$ cat config.mk
export PLATFORM = sky130hd
export DESIGN_NAME = led_matrix_scanner
export DESIGN_NICKNAME = d
export VERILOG_FILES = /design/src/rtl/led_matrix_scanner.sv
export SDC_FILE = /design/constraint.sdc
export NUM_CORES = 1
export LEC_CHECK = 0
export ABC_AREA = 1
export CORE_ASPECT_RATIO = 2
export CORE_UTILIZATION = 59
export CTS_BUF_LIST = sky130_fd_sc_hd__clkbuf_4 sky130_fd_sc_hd__clkbuf_8
export DETAILED_ROUTE_END_ITERATION = 10
export GPL_ROUTABILITY_DRIVEN = 0
export HOLD_SLACK_MARGIN = 0.12
export PLACE_DENSITY = 0.88
export SLEW_MARGIN = 20
export SYNTH_ARGS = -nofsm -noshare
export SYNTH_HDL_FRONTEND = slang
export SYNTH_SLANG_ARGS = --single-unit
$ cat constraint.sdc
create_clock -name clk12MHz -period 3.4 [get_ports clk12MHz]
set_input_delay 0.68 -clock clk12MHz [delete_from_list [all_inputs] [get_ports clk12MHz]]
set_output_delay 0.68 -clock clk12MHz [all_outputs]
set_load 0.1 [all_outputs]
$ cat src/rtl/led_matrix_scanner.sv
// Column-multiplexed PWM driver for the iceFUN 8x4 LED matrix.
// Images are snapshotted once per frame so the scan never shows a torn update.
module led_matrix_scanner #(
  parameter int COL_PERIOD_LOG2 = 12,
  parameter int PWM_WIDTH       = 4
) (
  input  logic                 clk12MHz,
  input  logic                 reset,
  input  logic [7:0]           leds1,
  input  logic [7:0]           leds2,
  input  logic [7:0]           leds3,
  input  logic [7:0]           leds4,
  input  logic [PWM_WIDTH-1:0] leds_pwm,
  output logic                 led1,
  output logic                 led2,
  output logic                 led3,
  output logic                 led4,
  output logic                 led5,
  output logic                 led6,
  output logic                 led7,
  output logic                 led8,
  output logic                 lcol1,
  output logic                 lcol2,
  output logic                 lcol3,
  output logic                 lcol4
);

  localparam int CW = COL_PERIOD_LOG2 + 2;

  logic [CW-1:0]        cnt;
  logic [1:0]           col;
  logic [PWM_WIDTH-1:0] slot;
  logic                 frame_end;
  logic                 lit;

  logic [3:0][7:0]      snap_img;
  logic [PWM_WIDTH-1:0] snap_pwm;

  logic [7:0]           row_d;
  logic [3:0]           col_d;
  logic [7:0]           row_q;
  logic [3:0]           col_q;

  assign col       = cnt[CW-1 -: 2];
  assign slot      = cnt[COL_PERIOD_LOG2-1 -: PWM_WIDTH];
  assign frame_end = (cnt == '1);
  // last slot can never satisfy slot < pwm: built-in anti-ghost gap
  assign lit       = (slot < snap_pwm);

  always_ff @(posedge clk12MHz or posedge reset) begin
    if (reset) begin
      cnt <= '0;
    end else begin
      cnt <= cnt + 1'b1;
    end
  end

  always_ff @(posedge clk12MHz or posedge reset) begin
    if (reset) begin
      snap_img <= '0;
      snap_pwm <= '0;
    end else if (frame_end) begin
      snap_img <= {leds4, leds3, leds2, leds1};
      snap_pwm <= leds_pwm;
    end
  end

  always_comb begin
    row_d = 8'hFF;
    col_d = 4'hF;
    if (lit) begin
      row_d = ~snap_img[col];
      for (int i = 0; i < 4; i++) begin
        col_d[i] = (col != 2'(i));
      end
    end
  end

  always_ff @(posedge clk12MHz or posedge reset) begin
    if (reset) begin
      row_q <= 8'hFF;
      col_q <= 4'hF;
    end else begin
      row_q <= row_d;
      col_q <= col_d;
    end
  end

  assign led1  = row_q[0];
  assign led2  = row_q[1];
  assign led3  = row_q[2];
  assign led4  = row_q[3];
  assign led5  = row_q[4];
  assign led6  = row_q[5];
  assign led7  = row_q[6];
  assign led8  = row_q[7];
  assign lcol1 = col_q[0];
  assign lcol2 = col_q[1];
  assign lcol3 = col_q[2];
  assign lcol4 = col_q[3];

endmodule

Yosys cells after proc, flatten, opt, wreduce, memory -nomap -nowiden
Cells that the tools add are included.
{"block": "totals", "register_bits": 62, "latch_bits": 0, "ram_bits": 0, "rom_bits": 0, "inputBits": 38, "output_inout_bits": 12, "word_cells": 21, "n_memories": 0}
{"block": "op_classes", "addsub": 1, "mul": 0, "n_div": 0, "magnitude_cmp": 2, "eq_ne": 4, "shift": 0, "n_mux": 4, "bitwise": 1, "reduce_logical": 1}
{"cell": "$bmux W8 S2", "n": 1}
{"cell": "$mux W8", "n": 2}
{"cell": "$add A14 B1 Y14 const B", "n": 1}
{"cell": "$eq A14 B14 Y1 const B", "n": 1}
{"cell": "$not A8 Y8", "n": 1}
{"cell": "$lt A4 B4 Y1", "n": 1}
{"cell": "$mux W4", "n": 1}
{"cell": "$ne A2 B2 Y1 const B", "n": 2}
{"cell": "$lt A2 B3 Y1 const B", "n": 1}
{"cell": "$ne A2 B1 Y1 const B", "n": 1}
{"cell": "$reduce_bool A2 Y1", "n": 1}

Depth between registers and ports, before layout
Gate-level depths: netlist of the first run.
{"block": "depth", "word_depth": 4, "ltp_mapped": 8, "ltp_nobuf": 7}

Least setup slack after synthesis of the first run
Ideal clock, no wire load.
{"block": "synth_path", "path_kind": "register to output", "from": "register col_q[0]", "to": "output port lcol1", "t_arrival_ps": 823, "required_ps": 2720, "slack_ps": 1897, "path_stages_with_launch": 1, "n_path_buf": 0, "cell_sequence": "dfstp_2"}
{"item": "start, declared", "line": "42", "rtl": "logic [3:0] col_q;"}
{"item": "start signal, assigned", "line": "85", "rtl": "col_q <= col_d;"}
{"item": "end, declared", "line": "22", "rtl": "output logic lcol1,"}
No word-level cell between the ends.

Worst setup path in the final report of the first run
{"block": "layout_path", "from": "register cnt[0]", "to": "register snap_img[1] in the netlist's numbering"}
{"block": "layout_between", "elab_chain_len": 1}
{"item": "start, declared", "line": "30", "rtl": "logic [CW-1:0] cnt;"}
{"item": "start signal, assigned", "line": "54", "rtl": "cnt <= cnt + 1'b1;"}
{"item": "$eq A14 B14 Y1", "line": "46", "rtl": "assign frame_end = (cnt == '1);"}
{"item": "end signal, assigned", "line": "63", "rtl": "snap_img <= {leds4, leds3, leds2, leds1};"}
{"item": "end, declared", "line": "36", "rtl": "logic [3:0][7:0] snap_img;"}
Every way passes these cells.
A chain may end at the register's enable or synchronous reset.

==> flow_summary.json, run 1 <==
{
  "multi_input_area_um2": 1090,
  "grt_overflow": 0,
  "finalWorstPathRequiredPeriod_ns": 2.02,
  "antenna_found_initial": 0,
  "post_cts_buffers": 0,
  "fp.coreArea_um2": 4600,
  "synth_area_per_cell_um2": 8.78,
  "grt_usage": 0.274,
  "synth_seq_cells": 62,
  "crit_type": "register to register",
  "path_max_fanout": 36,
  "num_antenna_cells": 0,
  "p_leak_nw": 1.71,
  "start_util": 0.617,
  "via_count": 2367,
  "cts_hold_buf": 0,
  "r2r_end": "snap_img[1]$_DFFE_PP0N_",
  "synthAdderAreaFrac": 0.0176,
  "synthCells": 323,
  "rows": 35,
  "setup_viol": 0,
  "area_delta_synth_final_pct": 22.6,
  "final_max_slew_viol_count": 0,
  "drt-vias-per-instance": 5.52,
  "dieArea_um2": 5110,
  "status": "complete, no violations",
  "nFillCells": 348,
  "syn-num-nets": 365,
  "drive_above_1_share": 0.139,
  "p_per_area_nw_per_um2": 400,
  "synth_top_area_share": 0.441,
  "grt_max_degree": 38,
  "drt-pass1-iter-count": 4,
  "ios": 50,
  "cap_violations": 0,
  "slew-limit-headroom": 0.473,
  "r2r_slack_ns": 1.38,
  "synthMuxAreaShare": 0,
  "synthSimpleGateAreaFrac": 0.342,
  "rsz0062_at_grt": "false",
  "die_x_um": 51.0,
  "clock.fmax_mhz": 495,
  "dieHeight_um": 100,
  "clk_path_buf_depth": 2,
  "cts_resized": 0,
  "ff_latch_area_um2": 1570,
  "portBuffers": 49,
  "wl_um": 5960,
  "nNetsFinal": 411,
  "crit_arrival_ns": 2.24,
  "drc_errors": 0,
  "htreeDepth": 3,
  "yosys.area.top_type": "dfrtp_1",
  "hold_start": "snap_img[29]$_DFFE_PP0N_",
  "power_mw": 1.39,
  "routedWlPerCell_um": 13.9,
  "cts_tree": "built",
  "min_path_type": "register to register",
  "antenna_left": 0,
  "grt_pass1_vias": 2293,
  "min_path_cells": 2,
  "drtIter0Drc": 112,
  "ir_drop_v": 0.000437,
  "skew_ns": 0.00823,
  "worst_pin_slew_ns": 0.790,
  "clk_pin_slew_ns": 0.06,
  "synth_top_family_by_area": "simple AND/OR/NAND/NOR gates",
  "numCtsBuffers": 9,
  "place_hpwl_um": 4310,
  "synth_area_um2": 2840,
  "worstSetupEndpointType": "register",
  "synthTopCellsByArea": "dfrtp_1 44%, nand2_1 15%, nand3_1 13%",
  "setup_tns_ns": 0,
  "critical_path_required_ns": 3.63,
  "hold_end": "snap_img[29]$_DFFE_PP0N_",
  "clk_root_buffer_cell": "clkbuf_8",
  "synthXorXnorAreaFrac": 0.0216,
  "crit_path_start_kind": "register",
  "period_share": 0.594,
  "grt_pass1_wl_um": 9970,
  "r2r_cells": 6,
  "insertion_delay_ns": 0.34,
  "ys_seq_area_frac": 0.552,
  "synth.distinct_cells": 25,
  "yosys_warnings": 0,
  "worstReg2RegStart": "cnt[0]$_DFF_PP0_",
  "synth_compound_area_frac": 0.00353,
  "hold_viol": 0,
  "clock-sinks": 62
}
cells by family (layout without fill, tap and decap cells):
| kind of cell | after synthesis | count (layout) |
|---|---|---|
| fa+ha+maj | 4 | 4 |
| buf+inv | 36 | 87 |
| xor+xnor | 7 | 7 |
| simple gates | 212 | 212 |
| flops | 62 | 62 |
| compound gates | 2 | 2 |
worst max path at each step:
stage	startpoint	to	slack, ns
2_1_floorplan	reset	cnt[0]$_DFF_PP0_	1.20
3_3_place_gp	cnt[0]$_DFF_PP0_	snap_img[6]$_DFFE_PP0N_	1.46
3_5_place_dp	cnt[0]$_DFF_PP0_	snap_img[1]$_DFFE_PP0N_	1.39
4_1_cts	cnt[0]$_DFF_PP0_	snap_img[1]$_DFFE_PP0N_	1.38
5_1_grt	cnt[0]$_DFF_PP0_	snap_img[14]$_DFFE_PP0N_	1.19
6_report	cnt[0]$_DFF_PP0_	snap_img[1]$_DFFE_PP0N_	1.38
power breakdown:
group	total (mW)	switching, mW	internal, mW
Sequential	0.739	0	0.739
Combinational	0.0594	0.0203	0.0391
Clock	0.592	0.256	0.336
sequential cells by signal (all words and copies together) (netlist names):
register  cells
snap_img     32
cnt          14
row_q         8
col_q         4
snap_pwm      4
cells in the mapped netlist:
library cell  instances
nand2_1             111
nand3_1              74
dfrtp_1              50
inv_1                15
dfstp_2              12
nand4_1              11
nor2_1                7
buf_2                 4
buf_4                 4
ha_1                  4
inv_2                 4
nand3b_1              4
xor2_1                4
buf_6                 3
clkbuf_1              3
xnor2_1               3
buf_1                 2
a21oi_1               1
clkinv_1              1
nand2_2               1
nand2_4               1
nand3_2               1
nor2_4                1
nor2_8                1
o21ai_0               1
critical path, stage by stage, from the launching register on:
cell,delay [ns]
dfrtp_1,0.42
ha_1,0.22
nand3_2,0.14
nor2_4,0.52
nand2_4,0.36
nand2_1,0.17
nand2_1,0.06
routing by layer:
| metal | GRT usage | up-vias | part of all wire |
|---|---|---|---|
| li1 | - | 1146 | - |
| met2 | 0.463 | 86 | 0.56 |
| met5 | 0 | - | 0 |
| met4 | 0.188 | 0 | 0.037 |
| met3 | 0.0848 | 18 | 0.056 |
| met1 | 0.278 | 1117 | 0.35 |
stage by stage:
step                      instance area, um^2  utilization  hold WS [ns]  instances  setup slack, ns
final                                    3480        0.756         0.479        429             1.38
after CTS                                3480        0.756         0.479        429             1.38
after floorplan                          2840            -         0.442        323             1.20
after global routing                     3480        0.756         0.508        429             1.19
after global placement                   3290        0.716         0.457        413             1.46
after detailed placement                 3290        0.716         0.464        413             1.39
layout by cell type, fill, tap and decap left out:
| master | n |
|---|---|
| nand2_1 | 111 |
| nand3_1 | 74 |
| dfrtp_1 | 50 |
| clkdlybuf4s50_1 | 37 |
| inv_1 | 14 |
| buf_4 | 13 |
| dfstp_2 | 12 |
| nand4_1 | 11 |
| clkbuf_8 | 11 |
| nor2_1 | 7 |
| inv_2 | 5 |
| nand3b_1 | 4 |
| xor2_1 | 4 |
| ha_1 | 4 |
| clkbuf_4 | 4 |
| xnor2_1 | 3 |
| nand3_2 | 1 |
| nor2_4 | 1 |
| nand2_2 | 1 |
| nor2_8 | 1 |
| nand2_4 | 1 |
| o21ai_0 | 1 |
| a21oi_1 | 1 |
| clkinv_1 | 1 |
| clkinv_2 | 1 |
| buf_12 | 1 |
final cells by class:
type,count,share of cell area
Sequential cell,62,0.451
Multi-Input combinational cell,225,0.314
Timing Repair Buffer,51,0.140
Clock buffer,15,0.0522
Inverter,20,0.0216
Tap cell,55,0.0198
Clock inverter,1,0.00144
No activity file was read; power rests on OpenSTA's default activity.
==> inputs of run 2 (changes only) <==
--- a/config.mk
+++ b/config.mk
@@ -7,12 +7,12 @@
 export LEC_CHECK = 0
 export ABC_AREA = 1
 export CORE_ASPECT_RATIO = 2
-export CORE_UTILIZATION = 59
+export CORE_UTILIZATION = 49
 export CTS_BUF_LIST = sky130_fd_sc_hd__clkbuf_4 sky130_fd_sc_hd__clkbuf_8
 export DETAILED_ROUTE_END_ITERATION = 10
 export GPL_ROUTABILITY_DRIVEN = 0
 export HOLD_SLACK_MARGIN = 0.12
-export PLACE_DENSITY = 0.88
+export PLACE_DENSITY = 0.78
 export SLEW_MARGIN = 20
 export SYNTH_ARGS = -nofsm -noshare
 export SYNTH_HDL_FRONTEND = slang
==> constraint.sdc (replaced) <==
create_clock -name clk12MHz -period 1.7 [get_ports clk12MHz]
set_input_delay 0.34 -clock clk12MHz [delete_from_list [all_inputs] [get_ports clk12MHz]]
set_output_delay 0.34 -clock clk12MHz [all_outputs]
set_load 0.1 [all_outputs]
==> flow_summary.json, run 2 (synthesis results as in run 1) <==
{
  "status": "complete, no violations",
  "max_stage_delay_ns": 0.41,
  "final_cell_mix": "111 x nand2_1, 74 x nand3_1, 50 x dfrtp_1, 37 x clkdlybuf4s50_1, 15 x buf_12",
  "die_x_um": 55.8,
  "post_cts_buffers": 0,
  "slowest_stage": "dfrtp_1",
  "htreeDepth": 3,
  "antenna_found_initial": 0,
  "slew-limit-headroom": 0.748,
  "critPathTopFamily": "simple AND/OR/NAND/NOR gates",
  "ir_drop_v": 0.000689,
  "nNetsFinal": 416,
  "period_share": 0.896,
  "drt-pass1-iter-count": 5,
  "drt-vias-per-instance": 5.35,
  "skew_ns": 0.00579,
  "ios": 50,
  "whs_ns": 0.435,
  "largest_register_ffs": 32,
  "dieArea_um2": 6120,
  "grt_overflow": 0,
  "start_util": 0.514,
  "crit_start": "cnt[0]$_DFF_PP0_",
  "grt_usage": 0.224,
  "cts_tree": "built",
  "cp.depth": 6,
  "drive_above_1_share": 0.150,
  "setup_viol": 0,
  "finalWorstPathRequiredPeriod_ns": 1.52,
  "path_cells": "ha_1 > nand3_2 > nor2_4 > buf_4 > nand3_1 > nand2_1",
  "grt_pass1_vias": 2304,
  "clock.fmax_mhz": 656,
  "final_max_slew_viol_count": 0,
  "drtIter0Drc": 65,
  "portBuffers": 49,
  "drc_errors": 0,
  "clk_pin_slew_ns": 0.06,
  "p_per_area_nw_per_um2": 755,
  "crit_arrival_ns": 1.80,
  "reg_top3": "snap_img: 32 flops, cnt: 14 flops, row_q: 8 flops",
  "final_common_cell": "nand2_1",
  "area_delta_synth_final_pct": 31.0,
  "numCtsBuffers": 9,
  "place_hpwl_um": 4190,
  "worst_pin_slew_ns": 0.377,
  "rows": 38,
  "crit_path_start_kind": "register",
  "antenna_left": 0,
  "cts_hold_buf": 0,
  "r2r_cells": 6,
  "path_max_fanout": 12,
  "min_path_type": "input port to asynchronous set/reset pin",
  "rsz0062_at_grt": "false",
  "clk_path_buf_depth": 2,
  "clock-sinks": 62,
  "clk_root_buffer_cell": "clkbuf_8",
  "grt_pass1_wl_um": 10300,
  "worstReg2RegStart": "cnt[0]$_DFF_PP0_",
  "critical_path_required_ns": 1.97,
  "via_count": 2347,
  "dieHeight_um": 110,
  "post-route-util": 0.674,
  "routedWlPerCell_um": 13.3,
  "insertion_delay_ns": 0.33,
  "grt_max_degree": 63,
  "worstSetupEndpointType": "register",
  "worst-path-buf-inv": 1,
  "cap_violations": 0,
  "crit_type": "register to register",
  "setup_tns_ns": 0,
  "wl_um": 5840,
  "power_mw": 2.80,
  "num_antenna_cells": 0,
  "fp.coreArea_um2": 5520,
  "top_register": "snap_img",
  "hold_viol": 0,
  "p_leak_nw": 1.76,
  "cts_resized": 0
}
run 2: changes by cell type in the layout (fill, tap and decap cells not counted), sizes merged:
cell	previous run	this run
inv	19	18
buf	14	19
clkinvlp	0	1
run 2: worst min-delay path: cells and delay by family:
family | cells | cell delay, ns
buffers and inverters | 3 | 0.82
run 2: cell type report:
type,instances,area [um^2]
Tap cell,60,75.1
Inverter,20,78.8
Clock buffer,15,188
Multi-Input combinational cell,225,1100
Sequential cell,62,1570
Timing Repair Buffer,56,701
Clock inverter,1,5.00
Fill cell,437,1800
run 2: worst paths after layout:
kind,end,slack (ns)
worst max-delay path,snap_img[31]$_DFFE_PP0N_,0.18
worst min-delay path,snap_img[12]$_DFFE_PP0N_,0.44
worst max register to register,snap_img[31]$_DFFE_PP0N_,0.18
worst min register to register,snap_img[26]$_DFFE_PP0N_,0.47
max in group asynchronous,row_q[7]$_DFF_PP1_,0.96
min in group clk12MHz,snap_img[26]$_DFFE_PP0N_,0.47
run 2: routing by layer:
metal / global-route usage / routed length (um) / share of wire / vias to the layer above
met5: 0 / 0 / 0 / -
met4: 0.111 / 119 / 0.020 / 0
met3: 0.0541 / 213 / 0.036 / 11
met2: 0.390 / 3250 / 0.56 / 60
met1: 0.255 / 2260 / 0.39 / 1120
li1: - / - / - / 1156
run 2: report_power, final:
part	internal [mW]	leakage [nW]	switching, mW
clock	0.696	0.104	0.512
sequential	1.48	0.620	0
combinational	0.0786	1.04	0.0398
run 2: per-stage QoR:
stage | area, um^2 | worst slack, ns | instances
floorplan | 2840 | 0.319 | 323
global placement | 3510 | 0.152 | 423
detailed placement | 3510 | 0.126 | 423
CTS | 3710 | 0.118 | 439
global route | 3710 | 0.0523 | 439
finish | 3710 | 0.176 | 439
